<file path="config.mk">
export PLATFORM = sky130hd
export DESIGN_NAME = ldb_read_sequencer
export DESIGN_NICKNAME = d
export VERILOG_FILES = /design/src/rtl/ldb_pkg.sv /design/src/rtl/ldb_burst_len_calc.sv /design/src/rtl/ldb_read_sequencer.sv
export SDC_FILE = /design/constraint.sdc
export NUM_CORES = 1
export LEC_CHECK = 0
export ABC_AREA = 0
export CORE_MARGIN = 8
export CORE_UTILIZATION = 55
export DETAILED_ROUTE_END_ITERATION = 10
export PLACE_DENSITY_LB_ADDON = 0.1
export SLEW_MARGIN = 20
export SYNTH_ARGS = -nofsm -noshare
export SYNTH_HDL_FRONTEND = slang
export SYNTH_SLANG_ARGS = --single-unit
</file>
<file path="constraint.sdc">
create_clock -name clk -period 6.21 [get_ports clk]
set_input_delay 1.5525 -clock clk [delete_from_list [all_inputs] [get_ports clk]]
set_output_delay 1.5525 -clock clk [all_outputs]
set_load 0.005 [all_outputs]
</file>
<file path="src/rtl/ldb_pkg.sv">
// Shared LDB definitions: read-sequencer state encoding and request sizing.
// Pure declarations; no clocked logic, no handshakes.
package ldb_pkg;

    typedef enum logic [2:0] {
        S_IDLE  = 3'd0,
        S_CALC  = 3'd1,
        S_ISSUE = 3'd2,
        S_WAIT  = 3'd3,
        S_DONE  = 3'd4
    } ldb_seq_state_t;

    localparam int LDB_BOUNDARY_BYTES = 4096;
    localparam int LDB_REQ_LEN_W      = 9;

endpackage

</file>
<file path="src/rtl/ldb_burst_len_calc.sv">
// Combinational burst length: min(remaining, MAX_LEN, beats left to the next boundary).
// Zero latency, no handshake; the caller registers the result.
module ldb_burst_len_calc
    import ldb_pkg::*;
#(
    parameter int TOTAL_W  = 20,
    parameter int MAX_LEN  = 255,
    parameter int BOUNDARY = LDB_BOUNDARY_BYTES,
    parameter int ADDR_LSB = 4,
    parameter int BND_LOG  = $clog2(BOUNDARY)
) (
    input  logic [TOTAL_W-1:0]       remaining_i,
    input  logic [BND_LOG-1:0]       addr_lo_i,
    output logic [LDB_REQ_LEN_W-1:0] len_o
);

    logic [31:0] to_bnd;
    logic [31:0] rem_w;
    logic [31:0] cand;

    // Compare in a common 32-bit domain so every operand is zero-extended alike.
    always_comb begin
        to_bnd = (32'(BOUNDARY) - 32'(addr_lo_i)) >> ADDR_LSB;
        rem_w  = 32'(remaining_i);
        cand   = 32'(MAX_LEN);
        if (rem_w < cand) begin
            cand = rem_w;
        end
        if (to_bnd < cand) begin
            cand = to_bnd;
        end
        len_o = LDB_REQ_LEN_W'(cand);
    end

endmodule

</file>
<file path="src/rtl/ldb_read_sequencer.sv">
// Splits one large read command into boundary-safe bursts, one outstanding at a time.
// Accept->first req_valid 2 cycles; req_valid held until req_ready; cmd_ready only when idle.
module ldb_read_sequencer
    import ldb_pkg::*;
#(
    parameter int AXI_ADDR_W = 64,
    parameter int AXI_DATA_W = 128,
    parameter int MAX_LEN    = 255,
    parameter int TOTAL_W    = 20,
    parameter int BOUNDARY   = LDB_BOUNDARY_BYTES
) (
    input  logic                     clk,
    input  logic                     rst,
    input  logic                     cmd_valid,
    output logic                     cmd_ready,
    input  logic [AXI_ADDR_W-1:0]    cmd_addr,
    input  logic [TOTAL_W-1:0]       cmd_beats,
    output logic                     cmd_done,
    output logic                     cmd_err,
    output logic [15:0]              cmd_bursts,
    output logic                     req_valid,
    input  logic                     req_ready,
    output logic [AXI_ADDR_W-1:0]    req_addr,
    output logic [LDB_REQ_LEN_W-1:0] req_len,
    input  logic                     req_done,
    input  logic                     req_err
);

    localparam int DATA_BYTES = AXI_DATA_W / 8;
    localparam int ADDR_LSB   = $clog2(DATA_BYTES);
    localparam int BND_LOG    = $clog2(BOUNDARY);

    ldb_seq_state_t            state_q, state_d;
    logic [AXI_ADDR_W-1:0]     addr_q, addr_d;
    logic [TOTAL_W-1:0]        rem_q, rem_d;
    logic [LDB_REQ_LEN_W-1:0]  len_q, len_d;
    logic                      err_q, err_d;
    logic [15:0]               bursts_q, bursts_d;
    logic                      req_valid_q;
    logic                      cmd_done_q;
    logic                      cmd_err_q;
    logic [LDB_REQ_LEN_W-1:0]  calc_len;

    ldb_burst_len_calc #(
        .TOTAL_W  (TOTAL_W),
        .MAX_LEN  (MAX_LEN),
        .BOUNDARY (BOUNDARY),
        .ADDR_LSB (ADDR_LSB),
        .BND_LOG  (BND_LOG)
    ) u_len_calc (
        .remaining_i (rem_q),
        .addr_lo_i   (addr_q[BND_LOG-1:0]),
        .len_o       (calc_len)
    );

    always_comb begin
        state_d  = state_q;
        addr_d   = addr_q;
        rem_d    = rem_q;
        len_d    = len_q;
        err_d    = err_q;
        bursts_d = bursts_q;
        case (state_q)
            S_IDLE: begin
                if (cmd_valid) begin
                    addr_d   = cmd_addr;
                    rem_d    = cmd_beats;
                    err_d    = 1'b0;
                    bursts_d = 16'd0;
                    // Zero-length or beat-unaligned commands complete immediately with an error.
                    if ((cmd_beats == '0) || (cmd_addr[ADDR_LSB-1:0] != '0)) begin
                        err_d   = 1'b1;
                        state_d = S_DONE;
                    end else begin
                        state_d = S_CALC;
                    end
                end
            end
            S_CALC: begin
                len_d   = calc_len;
                state_d = S_ISSUE;
            end
            S_ISSUE: begin
                if (req_ready) begin
                    addr_d  = addr_q + (AXI_ADDR_W'(len_q) << ADDR_LSB);
                    rem_d   = rem_q - TOTAL_W'(len_q);
                    state_d = S_WAIT;
                end
            end
            S_WAIT: begin
                if (req_done) begin
                    if (bursts_q != 16'hFFFF) begin
                        bursts_d = bursts_q + 16'd1;
                    end
                    err_d = err_q | req_err;
                    // First errored burst ends the command; nothing further is issued.
                    if (req_err || (rem_q == '0)) begin
                        state_d = S_DONE;
                    end else begin
                        state_d = S_CALC;
                    end
                end
            end
            S_DONE: begin
                state_d = S_IDLE;
            end
            default: begin
                state_d = S_IDLE;
            end
        endcase
    end

    always_ff @(posedge clk) begin
        if (rst) begin
            state_q     <= S_IDLE;
            addr_q      <= '0;
            rem_q       <= '0;
            len_q       <= '0;
            err_q       <= 1'b0;
            bursts_q    <= 16'd0;
            req_valid_q <= 1'b0;
            cmd_done_q  <= 1'b0;
            cmd_err_q   <= 1'b0;
        end else begin
            state_q     <= state_d;
            addr_q      <= addr_d;
            rem_q       <= rem_d;
            len_q       <= len_d;
            err_q       <= err_d;
            bursts_q    <= bursts_d;
            req_valid_q <= (state_d == S_ISSUE);
            cmd_done_q  <= (state_d == S_DONE);
            cmd_err_q   <= (state_d == S_DONE) && err_d;
        end
    end

    assign cmd_ready  = (state_q == S_IDLE);
    assign cmd_done   = cmd_done_q;
    assign cmd_err    = cmd_err_q;
    assign cmd_bursts = bursts_q;
    assign req_valid  = req_valid_q;
    assign req_addr   = addr_q;
    assign req_len    = len_q;

endmodule

</file>
==> reports/qor.yml <==
post-place-cells: 1373
syn_inst: 1059
grt-ovfl-total: 0
grt_max_degree: 55
die_h_microns: 138
viasPerCell: 6.68
synth-simple-area-share_pct: 32.7
period_needed_ps: 4040
path_clk_slew_ps: 60
r2r_cells: 11
p_clk_share_pct: 43.2
netSwitchingPower_mw: 0.725
hold_viol: 0
seq_area_frac_synth_pct: 28.3
min_to: "req_addr[2]"
ant_nets: 0
rr_startpoint: "req_addr[1]"
dr.pass1.iters: 6
leakage_nw: 3.86
endpoint_kind: "flop"
start_util_pct: 56.4
synth_top_area_share_pct: 28.3
worstPathRequired_ps: 6570
use_met3_pct: 8.90
grt_usage_pct: 29.1
grt_pass1_vias: 8737
vias: 9385
finalSetupViolCount: 0
synth_mux_area_share_pct: 3.01
max-vdd-ir-drop_uv: 197
whs_ps: 481
synth_edf_count: 0
synth_seq_cells: 116
final_cell_area_sq_um: 10700
hold_depth: 2
finalCritPeriodShare_pct: 65.0
avgSynthCellArea_sq_um: 7.74
ys.warnings.count: 0
final_cells: 1405
seqPwrFrac_pct: 35.9
cts-hold-fix-buffers: 0
internal_power_mw: 1.68
reg2reg_slack_ps: 2310
synth_xor_xnor_area_share_pct: 2.99
finalClockSkew_ps: 6.41
crit_arrival_ps: 4390
post_drt_wl_per_cell_microns: 20.9
htreeDepth: 4
drc: 0
power_frac_comb_pct: 20.9
clk_latency_ps: 430
ys_async_sr_fraction_pct: 0
placed_area_sq_um: 10100
status: "finished, final reports clean"
syn2layout_area_growth_pct: 30.9
ioPinCount: 183
synthAdderAreaFrac_pct: 4.61
cts_buffers: 17
yosys.area.top_type: "dfxtp_1"
diodes: 0
rsz0062_at_grt: "no"
synth_cell_types: 85
worst-setup-path-type: "in -> reg"
startpoint_type: "input port"
cts_setup_buffers: 0
nNetsFinal: 1327
crit_chain: "clkdlybuf4s50_1, buf_4, mux2i_1, or3_2, buf_4, or3_1, mux2_2, a31oi_1"
post_cts_resize_count: 0
synthesis.nets: 1178
clk_path_buf_depth: 2
netSwitchingFraction_pct: 30.2
antenna_found_initial: 0
core_sq_um: 14500
synth_top_family_by_area: "simple AND/OR/NAND/NOR gates"
synthFlopType: "dfxtp_1"
grtUsageMet1_pct: 38.8
fmax_ghz: 0.248
dieArea_sq_um: 19100
drt_wl_total_mm: 29.3
synth_area_leaders: "dfxtp_1, nand2_1, nor2_1"
crit_path_max_fanout: 40
powerDensity_nw_per_um2: 224
tightest_slew_ps: 1060
grt_pass1_wl_mm: 46.7
met2_usage_pct: 43.3
crit_path_max_incr_delay_ps: 810
drive_above_1_share_pct: 7.29
setup_tns_ps: 0
critPathSlowestCell: "or3_2"
r2r_end: "req_len[7]"
hpwl_mm: 20.8
cap_viol_max_count: 0
maxSlewViolCount: 0
gp_congestion: 0.960
grt-busiest-layer: "met2"
hold_path.class: "reg -> reg"
netlist_area_sq_um: 8190
max_slew_margin_pct: 28.8
cts_root_buf: "clkbuf_16"
cp_common_cell: "buf_4"
die_w_microns: 138
synth_compound_area_share_pct: 23.9
std_cell_rows: 44
drtIter0Drc: 1201
cts_tree: "done"
port_buffers: 182
hold_start: "req_addr[2]"
cts_sinks: 116
[through the flow]
step	util [%]	setup slack (ps)	power, mW
finish	73.8	2170	2.40
global route	73.8	2080	2.48
CTS	73.8	2230	2.39
detailed placement	69.6	1820	1.36
global placement	69.6	1820	1.36
floorplan	-	2910	1.15
[sequential cells by signal, summed over array words and instances, names as in the netlist]
signal / flops
cmd_done: 1
cmd_err: 1
err_q: 1
req_valid: 1
cmd_bursts: 16
rem_q: 20
req_addr: 64
state_q: 3
req_len: 9
[worst max path at each step]
stage                      startpoint            to  cells after the start
final                       req_ready  req_addr[38]                      8
after CTS                   req_ready  req_addr[38]                      8
after global placement      req_ready  req_addr[38]                      8
after floorplan           req_addr[1]    req_len[8]                     13
after global routing        req_ready  req_addr[38]                      8
after detailed placement    req_ready  req_addr[38]                      8
[worst max-delay path: cells and delay by family]
family,cells,cell delay [ps]
buffers and inverters,3,1100
AOI/OAI and AO/OA,1,110
and+or+nand+nor,2,1150
muxes,2,440
[cell families after synthesis]
group | Yosys count
simple gates | 485
other cells | 1
xor+xnor | 28
mux | 24
fa+ha+maj | 29
buf+inv | 90
flops | 116
compound gates | 286
[synthesized netlist by cell type, drive strengths merged (19+ instances only)]
library cell	count
dfxtp	116
o21ai	47
and3	31
nand3	57
clkbuf	48
xor2	19
a21oi	65
a211oi	21
a31oi	26
buf	20
mux2i	19
nand2	111
ha	27
o22ai	20
nor4	33
nand4	34
nor2	98
nor3	30
inv	22
[routing by layer]
| layer | vias to the layer above | routed length (microns) |
|---|---|---|
| met5 | - | 0 |
| met4 | 0 | 974 |
| met3 | 120 | 3420 |
| met2 | 578 | 12600 |
| met1 | 4357 | 12300 |
| li1 | 4330 | - |
[area by class of cell]
| cell class | count | area (sq um) |
|---|---|---|
| Clock buffer | 18 | 439 |
| Clock inverter | 14 | 178 |
| Fill cell | 1173 | 3810 |
| Inverter | 22 | 82.6 |
| Multi-Input combinational cell | 853 | 5520 |
| Sequential cell | 116 | 2320 |
| Tap cell | 184 | 230 |
| Timing Repair Buffer | 198 | 1950 |
[power groups by stage]
stage / Clock [mW] / Sequential [mW] / Combinational (mW)
final: 1.04 / 0.863 / 0.503
after global routing: 1.07 / 0.870 / 0.547
after CTS: 1.03 / 0.860 / 0.496
after detailed placement: 0 / 0.875 / 0.489
after global placement: 0 / 0.874 / 0.483
after floorplan: 0 / 0.855 / 0.292
[cell usage in the layout, fill, tap and decap left out, drive strengths merged, types with 27 or more instances in the layout]
cell           count
nor4              33
clkdlybuf4s50    181
ha                27
nor3              30
o21ai             47
nor2              98
nand4             34
dfxtp            116
and3              31
a21oi             65
nand3             57
nand2            111
(Power assumes the default switching activity.)
